<file path="src/rtl/cpu_ctrl_fsm_pkg.sv">
// Shared definitions for the CPU control FSM: opcodes, ALU codes, states and
// the decoded control bundle passed from ctrl_decode to the sequencer.
package cpu_ctrl_fsm_pkg;

    localparam logic [6:0] OPC_RTYPE = 7'h33;
    localparam logic [6:0] OPC_ADDI  = 7'h13;
    localparam logic [6:0] OPC_LW    = 7'h03;
    localparam logic [6:0] OPC_SW    = 7'h23;
    localparam logic [6:0] OPC_BEQ   = 7'h63;
    localparam logic [6:0] OPC_JAL   = 7'h6F;

    localparam logic [2:0] ALU_ADD = 3'b010;
    localparam logic [2:0] ALU_SUB = 3'b110;

    typedef enum logic [2:0] {
        S_IDLE,
        S_FETCH,
        S_DECODE,
        S_EXEC,
        S_MEM,
        S_WB,
        S_DONE
    } state_t;

    // use_mem routes EXEC to MEM; is_beq makes EXEC the last state.
    typedef struct packed {
        logic       alu_src;
        logic [2:0] op;
        logic       reg_write;
        logic       mem_read;
        logic       mem_write;
        logic       mem2reg;
        logic       use_mem;
        logic       is_beq;
        logic       is_jal;
        logic       illegal;
    } ctrl_t;

endpackage

</file>
<file path="src/rtl/cpu_ctrl_fsm_ctrl_decode.sv">
// Combinational opcode-to-control mapping; unknown opcodes decode as an
// illegal NOP that still takes the EXEC->WB path with no write strobes.
module ctrl_decode
    import cpu_ctrl_fsm_pkg::*;
(
    input  logic [6:0] opcode,
    output ctrl_t      ctrl
);

    always_comb begin
        ctrl         = '0;
        ctrl.alu_src = 1'b1;
        ctrl.op      = ALU_ADD;
        case (opcode)
            OPC_RTYPE: begin
                ctrl.alu_src   = 1'b0;
                ctrl.reg_write = 1'b1;
            end
            OPC_ADDI: begin
                ctrl.reg_write = 1'b1;
            end
            OPC_LW: begin
                ctrl.reg_write = 1'b1;
                ctrl.mem_read  = 1'b1;
                ctrl.mem2reg   = 1'b1;
                ctrl.use_mem   = 1'b1;
            end
            OPC_SW: begin
                ctrl.mem_write = 1'b1;
                ctrl.use_mem   = 1'b1;
            end
            OPC_BEQ: begin
                ctrl.alu_src = 1'b0;
                ctrl.op      = ALU_SUB;
                ctrl.is_beq  = 1'b1;
            end
            OPC_JAL: begin
                ctrl.reg_write = 1'b1;
                ctrl.is_jal    = 1'b1;
            end
            default: begin
                ctrl.illegal = 1'b1;
            end
        endcase
    end

endmodule

</file>
<file path="src/rtl/cpu_ctrl_fsm.sv">
// Multi-cycle control sequencer: walks each instruction through its states,
// owns the PC, instruction register and retire counter, and drives control.
module cpu_ctrl_fsm
    import cpu_ctrl_fsm_pkg::*;
#(
    parameter logic [31:0] ENTRY_PC = 32'h28,
    parameter int          CNT_W    = 16
) (
    input  logic             clk,
    input  logic             rst,
    input  logic             start,
    input  logic [CNT_W-1:0] max_count,
    input  logic [31:0]      ins,
    input  logic             zero,
    input  logic [31:0]      imm,
    input  logic [31:0]      jTarget,
    output logic [31:0]      PCin,
    output logic             RegWrite,
    output logic             ALUSrc,
    output logic             MemRead,
    output logic             MemWrite,
    output logic             Mem2Reg,
    output logic [2:0]       op,
    output logic             fetch_en,
    output logic             busy,
    output logic             done,
    output logic             illegal,
    output logic [CNT_W-1:0] retired
);

    state_t           state;
    state_t           state_n;
    logic [31:0]      ir;
    logic [31:0]      ir_n;
    logic [CNT_W-1:0] max_q;
    logic [CNT_W-1:0] retired_inc;
    logic [31:0]      pc_next;
    logic             retire;
    logic             launch;
    logic             in_instr;
    logic             reg_write_q;
    logic             mem_write_q;
    ctrl_t            dec;
    logic             unused_ir_hi;

    // Decode the word that will sit in ir next cycle, so registered control
    // outputs are already valid in the first DECODE cycle.
    assign ir_n = (state == S_FETCH) ? ins : ir;

    ctrl_decode u_decode (
        .opcode (ir_n[6:0]),
        .ctrl   (dec)
    );

    assign unused_ir_hi = ^ir[31:7];

    assign retired_inc = (&retired) ? retired : retired + 1'b1;

    always_comb begin
        if (dec.is_beq && zero)
            pc_next = PCin + (imm << 1);
        else if (dec.is_jal)
            pc_next = PCin + (jTarget << 2);
        else
            pc_next = PCin + 32'd4;
    end

    always_comb begin
        state_n = state;
        retire  = 1'b0;
        launch  = 1'b0;
        case (state)
            S_IDLE, S_DONE: begin
                if (start) begin
                    state_n = S_FETCH;
                    launch  = 1'b1;
                end
            end
            S_FETCH:  state_n = (max_q == '0) ? S_DONE : S_DECODE;
            S_DECODE: state_n = S_EXEC;
            S_EXEC: begin
                if (dec.is_beq)
                    retire = 1'b1;
                else if (dec.use_mem)
                    state_n = S_MEM;
                else
                    state_n = S_WB;
            end
            S_MEM: begin
                if (dec.mem_write)
                    retire = 1'b1;
                else
                    state_n = S_WB;
            end
            S_WB:     retire = 1'b1;
            default:  state_n = S_IDLE;
        endcase
        if (retire)
            state_n = (retired_inc == max_q) ? S_DONE : S_FETCH;
    end

    assign in_instr = (state_n == S_DECODE) || (state_n == S_EXEC) ||
                      (state_n == S_MEM)    || (state_n == S_WB);

    // Outputs are registered from the next state, so they line up with the
    // state they describe rather than lagging it by a cycle.
    always_ff @(posedge clk) begin
        if (rst) begin
            state       <= S_IDLE;
            ir          <= '0;
            max_q       <= '0;
            PCin        <= ENTRY_PC;
            retired     <= '0;
            fetch_en    <= 1'b0;
            busy        <= 1'b0;
            done        <= 1'b0;
            illegal     <= 1'b0;
            ALUSrc      <= 1'b1;
            op          <= ALU_ADD;
            MemRead     <= 1'b0;
            Mem2Reg     <= 1'b0;
            reg_write_q <= 1'b0;
            mem_write_q <= 1'b0;
        end else begin
            state <= state_n;
            ir    <= ir_n;
            if (launch) begin
                PCin    <= ENTRY_PC;
                retired <= '0;
                max_q   <= max_count;
            end
            if (retire) begin
                PCin    <= pc_next;
                retired <= retired_inc;
            end
            fetch_en    <= (state_n == S_FETCH) && (launch ? (max_count != '0) : 1'b1);
            busy        <= (state_n != S_IDLE) && (state_n != S_DONE);
            done        <= (state_n == S_DONE);
            illegal     <= (state_n == S_DECODE) && dec.illegal;
            ALUSrc      <= in_instr ? dec.alu_src : 1'b1;
            op          <= in_instr ? dec.op : ALU_ADD;
            MemRead     <= ((state_n == S_MEM) || (state_n == S_WB)) && dec.mem_read;
            Mem2Reg     <= (state_n == S_WB) && dec.mem2reg;
            reg_write_q <= (state_n == S_WB) && dec.reg_write;
            mem_write_q <= (state_n == S_MEM) && dec.mem_write;
        end
    end

    // A reset landing in MEM or WB must kill the write in that same cycle.
    assign RegWrite = reg_write_q & ~rst;
    assign MemWrite = mem_write_q & ~rst;

endmodule

</file>
<file path="config.mk">
export PLATFORM = sky130hd
export DESIGN_NAME = cpu_ctrl_fsm
export DESIGN_NICKNAME = d
export VERILOG_FILES = /design/src/rtl/cpu_ctrl_fsm_pkg.sv /design/src/rtl/cpu_ctrl_fsm_ctrl_decode.sv /design/src/rtl/cpu_ctrl_fsm.sv
export SDC_FILE = /design/constraint.sdc
export NUM_CORES = 1
export LEC_CHECK = 0
export BUFFER_PORTS_ARGS = -buffer_cell sky130_fd_sc_hd__buf_2
export CAP_MARGIN = 20
export CORE_UTILIZATION = 45
export DETAILED_ROUTE_END_ITERATION = 12
export HOLD_SLACK_MARGIN = 0.08
export PLACE_DENSITY = 0.69
export SLEW_MARGIN = 15
export SYNTH_ARGS = -nofsm -noshare
export SYNTH_HDL_FRONTEND = slang
export SYNTH_HIERARCHICAL = 1
export SYNTH_SLANG_ARGS = --single-unit
</file>
<file path="constraint.sdc">
create_clock -name clk -period 5.9 [get_ports clk]
set_input_delay 1.18 -clock clk [delete_from_list [all_inputs] [get_ports clk]]
set_output_delay 1.18 -clock clk [all_outputs]
set_load 0.01 [all_outputs]
</file>
==> results of run 1 <==
==> per-stage QoR <==
stage	hold WS (ns)	std cells	area, um2	setup slack [ns]
finish	0.497	1349	8710	1.03
detailed placement	0.488	1333	8410	0.826
CTS	0.497	1349	8710	1.06
floorplan	0.461	1007	7520	1.46
global route	0.524	1349	8710	0.593
global placement	0.474	1333	8410	0.859
==> cell type report <==
class / instances / area share [%]
well taps: 216 / 3.10
multi-input cells: 859 / 63.9
clock inverters: 7 / 0.848
clock buffers: 9 / 2.59
repair buffers: 156 / 9.25
inverters: 17 / 0.733
flip-flops and latches: 85 / 19.5
==> metal layers <==
metal | track usage, % | routed length, um | vias up
met4 | 7.88 | 378 | 0
met3 | 2.93 | 1080 | 25
li1 | - | - | 3960
met1 | 34.7 | 10400 | 3634
met5 | 0 | 0 | -
met2 | 42.9 | 10100 | 228
==> layout by cell type, fill, tap and decap left out, types with 7 or more instances in the layout <==
cell type,instances
nand2b_1,19
o21a_1,12
and3_1,7
a31oi_1,17
xor2_1,24
clkbuf_16,9
a22oi_1,11
nor2_1,82
buf_2,146
nand3_1,37
a21o_1,17
xnor2_1,35
a21oi_1,99
nor4_1,21
mux2i_1,10
nand2_1,110
mux2_2,7
nor3_1,31
a211oi_1,18
buf_4,10
nor2b_1,11
dfxtp_1,85
o211ai_1,10
o21ai_0,67
nand4_1,8
or3_1,8
o31ai_1,7
inv_1,17
and2_1,35
ha_1,60
==> cells by family (layout without fill, tap and decap cells) <==
| logic type | after synthesis | count (layout) | synth area share, % |
|---|---|---|---|
| simple gates | 400 | 400 | 27.0 |
| buf+inv | 63 | 189 | 3.51 |
| mux | 17 | 17 | 2.38 |
| fa+ha+maj | 63 | 63 | 10.6 |
| other cells | 3 | 3 | 0.150 |
| compound gates | 317 | 317 | 26.9 |
| flops | 85 | 85 | 22.6 |
| xor+xnor | 59 | 59 | 6.87 |
==> state kept, by name, summed over array words and instances, names as in the netlist, 3 cells and up <==
| name | flops |
|---|---|
| op | 3 |
| max_q | 16 |
| retired | 16 |
| PCin | 31 |
| state | 3 |
| ir | 7 |
==> where the power goes <==
part	internal [uW]	switching, uW	leakage, uW
Combinational	189	292	0.00299
Sequential	618	39.3	0.000689
Clock	331	259	0.000146
Total	1140	590	0.00383
==> tightest hold or removal path, cell delays in order (launching register included) <==
cell and delay [ns]:
dfxtp_1 0.32, o21ai_0 0.07, a21oi_1 0.06
==> worst max-delay path by stage <==
stage / from / endpoint / cells after the start
final: state[0] / PCin[30] / 17
after global routing: state[0] / PCin[30] / 17
after CTS: state[0] / PCin[30] / 17
after detailed placement: ins[4] / PCin[30] / 16
after global placement: ins[4] / PCin[30] / 16
after floorplan: ins[4] / PCin[16] / 16
==> summary.md, run 1 <==
| Metric | Value |
|---|---|
| Fin crit period | `just under 5 ns` |
| EDFF count, synth | `0` |
| Grt ovf | `0` |
| Worst-case reg-to-reg path depth | `17` |
| Worst Hold Depth | `2` |
| Max Fclk | `0.205 GHz` |
| Worst Hold Path EP | `PCin[1]` |
| Core area | `between 15000 and 20000 um2` |
| Cell variety after synth | `73` |
| Endpoints failing hold | `0` |
| Post-CTS Setup Bufs | `0` |
| Initial antenna violation count | `0` |
| RSZ-0062 raised after global routing | `false` |
| Min-Delay Path Class | `reg -> reg` |
| Pleak | `approximately 0.0038 uW` |
| Area share of the leading cell type in the synthesized netlist | `between 20 and 25%` |
| Routed Antenna Nets | `0` |
| CTS Buffer Depth | `2` |
| Synth-to-layout area growth | `15.7%` |
| CP top delay family | `simple AND/OR/NAND/NOR gates` |
| Async SR Flop Fraction | `0%` |
| Reg area | `1700 um2` |
| Critical Path AT | `5.11 ns` |
| HPWL Detailed | `16800 um` |
| Root buffer cell | `clkbuf_16` |
| Top cells by area, synth | `dfxtp_1 (23%), ha_1 (10%), a21oi_1 (6.6%)` |
| Synthesized Nets | `1185` |
| Final core utilization | `between 50 and 60%` |
| Final #Nets | `about 1300` |
| MaxCap Viol Count | `0` |
| RR Endpoint | `PCin[30]` |
| Later-pin clock latency in the skew report | `around 0.35 ns` |
| Power Dens Cells | `198 nW/um2` |
| Inserted Clock Buffers | `9` |
| Die Y | `131 um` |
| GP Congestion | `just over 0.9` |
| Largest net degree at the start of global routing | `51` |
| Setup TNS after final layout | `0 ns` |
| VDD IR max | `about 0.16 mV` |
| Final slew viol count | `0` |
| Synth top cells by count | `nand2_1 (110), a21oi_1 (99), dfxtp_1 (85)` |
| Pre-antenna DRT Iters | `6` |
| Clock Skew | `0.0113 ns` |
| Setup-failing EPs final | `0` |
| Hold Crit Start | `PCin[1]` |
| Area of the multi-input gates | `5570 um2` |
| Setup crit end kind | `register` |
| Crit path largest cell delay | `around 0.53 ns` |
| CP Max Fanout | `17` |
| Slew HR | `33.1%` |
| Fill cell count | `around 1600` |
| Tot GR Track Use | `between 20 and 30%` |
| Via count | `between 7000 and 8000` |
| Most used cell, CP | `a31oi_1` |
| Count leader, synth | `nand2_1` |
| Die outline width | `131 um` |
| Synthesized flop and latch total | `85` |
| Rows | `46` |
| Clk slew on worst S/H paths | `approximately 0.070 ns` |
| Starting density of the core | `46.7%` |
| Synthesis Warnings | `6` |
| CTS tree | `built` |
| Cell taking the most area after synthesis | `dfxtp_1` |
| Worst path bufs/invs | `1` |
| DR DRC count | `0` |
| Initial DRC count | `591` |
| Clk sink count | `85` |
| Synth Flop Type | `dfxtp_1` |
| CP required | `6.13 ns` |
| Total power | `1730 uW` |
| Share of layout cells above drive strength 1 | `17.6%` |
| Die footprint | `17200 um2` |
| Slowest cell on crit path | `nor3_4` |
| Worst reg-to-reg setup slack | `approximately 1.0 ns` |
| Syn_area_per_cell | `7.47 um2` |
| Routed len/inst | `16.3 um` |
| Slew @ Worst Pin | `1.00 ns` |
| Post-synthesis sequential area ratio | `22.6%` |
| Syn Inst Count | `1007` |
| Hold Buf Count CTS | `0` |
| Worst Setup Path Type | `reg -> reg` |
| Tcrit/Tclk final | `82.6%` |
| Cts repair resizes | `0` |
| Reg2reg start | `state[0]` |
| Diodes inserted | `0` |
| Startpoint Class | `register` |
| Vias in the first global route | `7354` |
| H-Tree Depth | `3` |
| I/O pin total | `176` |
| Wirelength, routed | `between 20000 and 25000 um` |
| Port bufs | `around 150` |
| Post-synthesis instance area | `about 7500 um2` |
| Outcome | `completed` |
| Vias per inst | `a little under 6` |
| CP cell instances | `nor3b_1 -> buf_4 -> mux2_2 -> nand3b_4 -> nor3_4 -> nand2b_1 -> ha_1 -> fa_1 -> a211oi_1 -> o211ai_1 -> nand4_1 -> nand3b_1 -> or3_1 -> a31oi_1 -> o41ai_1 -> a31oi_1 -> o21ai_0` |
| First-pass GRT wire length | `36400 um` |
Note: power is estimated with default switching activity, not from simulation.
==> run 2, diff against run 1 <==
--- a/config.mk
+++ b/config.mk
@@ -5,12 +5,13 @@
 export SDC_FILE = /design/constraint.sdc
 export NUM_CORES = 1
 export LEC_CHECK = 0
+export ABC_AREA = 1
 export BUFFER_PORTS_ARGS = -buffer_cell sky130_fd_sc_hd__buf_2
 export CAP_MARGIN = 20
 export CORE_UTILIZATION = 45
 export DETAILED_ROUTE_END_ITERATION = 12
 export HOLD_SLACK_MARGIN = 0.08
-export PLACE_DENSITY = 0.69
+export PLACE_DENSITY = 0.71
 export SLEW_MARGIN = 15
 export SYNTH_ARGS = -nofsm -noshare
 export SYNTH_HDL_FRONTEND = slang
==> constraint.sdc (replaced) <==
create_clock -name clk -period 4.1 [get_ports clk]
set_input_delay 0.82 -clock clk [delete_from_list [all_inputs] [get_ports clk]]
set_output_delay 0.82 -clock clk [all_outputs]
set_load 0.01 [all_outputs]
==> run 2 against run 1 <==
  * First-iteration DRC count grew 44%
  * Synthesized cell count increased by 38%
  * Setup slack worse by 0.74 ns
  * Final cell count increased by 30%
  * Register-to-register slack worse by 0.74 ns
  * Via count up 22%
  * Clock power increased by 45%
  * Largest cell class unchanged
  * Wire length up 22%
  * Sequential power up 55%
  * Critical path depth is 9 higher
  * Sequential share of layout area decreased by 1.8 points
  * Utilization fell by 0.37 points
==> summary.md, run 2 <==
| Metric | Value |
|---|---|
| P_int | `roughly 1900 uW` |
| Die outline width | `137 um` |
| Top sig layer | `met5` |
| DR DRC count | `0` |
| Die Y | `137 um` |
| Via count | `~9500` |
| PnR worst setup slack | `0.285 ns` |
| Multiplexer share of the synthesized area | `0%` |
| Starting density of the core | `around 46%` |
| Most common cell after layout, fill and taps aside | `nand2_1` |
| Tot GR Track Use | `around 29%` |
| I/O pin total | `176` |
| CTS tree | `built` |
| Worst Hold Depth | `2` |
| XOR/XNOR share of the synthesized area | `2.35%` |
| Vias in the first global route | `8302` |
| HPWL Detailed | `21300 um` |
| Worst Setup Path Type | `reg -> reg` |
| M1 wire length | `12600 um` |
| Hold slack | `around 0.50 ns` |
| Reg2reg start | `state[0]` |
| Pleak | `0.00489 uW` |
| Clock power share | `between 20% and 30%` |
| Wirelength, routed | `26700 um` |
| EDFF count, synth | `0` |
| Synth Flop Type | `dfxtp_1` |
| Syn_area_per_cell | `5.92 um2` |
| Max Fclk | `0.262 GHz` |
| Vias per inst | `5.42` |
| Largest family of logic cells by synthesized area | `simple AND/OR/NAND/NOR gates` |
| Synthesized Nets | `around 1600` |
| Top reg by flops | `PCin` |
| Cell taking the most area after synthesis | `dfxtp_1` |
| Tcrit/Tclk final | `about 93%` |
| Slew HR | `36.9%` |
| Fin crit period | `about 3.8 ns` |
| Critical Path AT | `4.02 ns` |
| Sw frac | `between 40% and 50%` |
| Placement-stage worst setup slack | `-0.0378 ns` |
| Synthesis Warnings | `6` |
| Worst setup path start | `state[0]` |
| Synth-to-layout area growth | `17.1%` |
| Share of layout cells above drive strength 1 | `15.2%` |
| Routed len/inst | `roughly 15 um` |
| Endpoints failing hold | `0` |
| Syn Inst Count | `roughly 1400` |
| Top cells by area, synth | `dfxtp_1 (21%), nand2_1 (17%), ha_1 (9.1%)` |
| Later-pin clock latency in the skew report | `~0.36 ns` |
| Die footprint | `18800 um2` |
| Worst-case reg-to-reg path depth | `26` |
| DR WL met2 | `11600 um` |
| Startpoint Class | `register` |
| H-Tree Depth | `3` |
| Hold Crit Start | `max_q[0]` |
| Largest net degree at the start of global routing | `48` |
| Clk sink count | `85` |
| CTS Buffer Depth | `2` |
| Cell variety after synth | `42` |
| Adder-cell share of the synthesized area | `9.64%` |
| MaxCap Viol Count | `0` |
| Largest register FFs | `31` |
| Sw power | `1270 uW` |
| Setup crit end kind | `register` |
| Post-synthesis instance area | `8210 um2` |
| First-pass GRT wire length | `41900 um` |
| Async SR Flop Fraction | `0%` |
| Post-synthesis sequential area ratio | `a little over 20%` |
| Rows | `49` |
| CP required | `about 4.3 ns` |
| Root buffer cell | `clkbuf_16` |
| Commonest cells after routing, fill and taps aside | `nand2_1 (364), inv_1 (176), buf_2 (146), a21oi_1 (141), nor2_1 (132)` |
| Post-Synth Simple-Gate Area | `36.2%` |
| Outcome | `completed` |
| RR Endpoint | `PCin[26]` |
| Clock Skew | `0.0139 ns` |
| CP Max Fanout | `5` |
| Clk slew on worst S/H paths | `0.07 ns` |
| Port bufs | `146` |
| Pre-antenna DRT Iters | `5` |
| Grt ovf | `0` |
| Largest registers | `PCin x31, max_q x16, retired x16` |
| Initial DRC count | `849` |
| VDD IR max | `0.407 mV` |
| Inserted Clock Buffers | `9` |
| Routed Antenna Nets | `0` |
| Reg power frac | `32.5%` |
| Area share of the leading cell type in the synthesized netlist | `20.7%` |
| Worst Hold Path EP | `max_q[0]` |
| Combinational Power Share | `about two fifths` |
| Slew @ Worst Pin | `0.946 ns` |
| GP Congestion | `0.943` |
| Compound-Gate Fraction of Synth Area | `between 20% and 30%` |
| Count leader, synth | `nand2_1` |
| Final #Nets | `1702` |
| Core area | `about 18000 um2` |
| Met3 routed WL | `a little under 2000 um` |
| Initial antenna violation count | `3` |
| Worst reg-to-reg setup slack | `approximately 0.29 ns` |
| Final core utilization | `53.7%` |
| Synth top cells by count | `nand2_1 (365), inv_1 (180), a21oi_1 (146)` |
| Final slew viol count | `0` |
| Min-Delay Path Class | `reg -> reg` |
| Synthesized flop and latch total | `85` |
| Power Dens Cells | `327 nW/um2` |
| Setup-failing EPs final | `0` |
-- run 2: cell families (layout without fill, tap and decap cells) --
family	after synthesis	after routing
simple gates	693	693
fa+ha+maj	62	62
xor+xnor	22	22
buf+inv	222	364
other cells	3	4
flops	85	85
compound gates	300	300
-- run 2: layout make-up --
type                       instances  area [um2]
antenna                            1        2.50
timing repair buffer             165         918
sequential                        85        1700
inverter                         183         691
tap                              229         287
multi-input combinational       1080        5690
fill                            1875        8290
clock inverter                     7        88.8
clock buffer                       9         225
-- run 2: routing by layer --
metal	vias to the layer above	track usage, %
li1	4870	-
met1	4270	40.3
met2	358	44.4
met3	37	4.37
met4	2	8.06
met5	-	0
-- run 2: worst max-delay path, cell delays in order, from the launching register on --
cell        delay (ns)
dfxtp_2           0.34
inv_2             0.08
nor2_2            0.05
nand2_2           0.09
clkinvlp_4        0.12
or2_2             0.28
inv_1             0.07
a21oi_1           0.05
inv_1             0.10
nand2_1           0.09
nor2_2            0.11
nand2_1           0.09
inv_2             0.13
nand2_1           0.07
ha_1              0.20
fa_1              0.40
nand2_1           0.11
a21oi_2           0.09
buf_4             0.15
a21o_4            0.22
nand3_1           0.07
nand3_1           0.08
or2_2             0.28
nand3_1           0.10
nand2_1           0.06
o21ai_0           0.12
a21oi_1           0.10
-- run 2: power groups by stage --
stage | logic (uW) | registers, uW | clock network (uW)
2_1_floorplan | 846 | 1030 | 0
3_3_place_gp | 1130 | 1030 | 0
3_5_place_dp | 1150 | 1030 | 0
4_1_cts | 1190 | 1010 | 868
5_1_grt | 1430 | 1040 | 899
6_report | 1260 | 1020 | 858
-- run 2: what timing repair did --
| item | 4_1_cts | 5_1_grt |
|---|---|---|
| setup buffers | 2 | 1 |
| hold buffers | 0 | 0 |
| resized for setup | 1 | 19 |
| pin swaps | 0 | 1 |
| setup endpoints to repair | 2 | 21 |
-- run 2: worst max-delay path by stage --
stage / end / slack, ns / depth (start not counted)
floorplan: PCin[28] / 0.05 / 29
global placement: PCin[26] / 0.03 / 25
detailed placement: PCin[26] / -0.04 / 25
CTS: PCin[26] / 0.07 / 26
global route: PCin[26] / -0.02 / 26
finish: PCin[26] / 0.29 / 26
-- run 2: per-stage QoR --
step | total power (uW) | std cells | TNS (ns) | cell area, um2
after floorplan | 1880 | 1387 | 0 | 8210
after global placement | 2160 | 1738 | 0 | 9180
after detailed placement | 2180 | 1738 | -0.0378 | 9180
after CTS | 3070 | 1756 | 0 | 9520
after global routing | 3360 | 1759 | -0.0269 | 9610
final | 3140 | 1759 | 0 | 9610
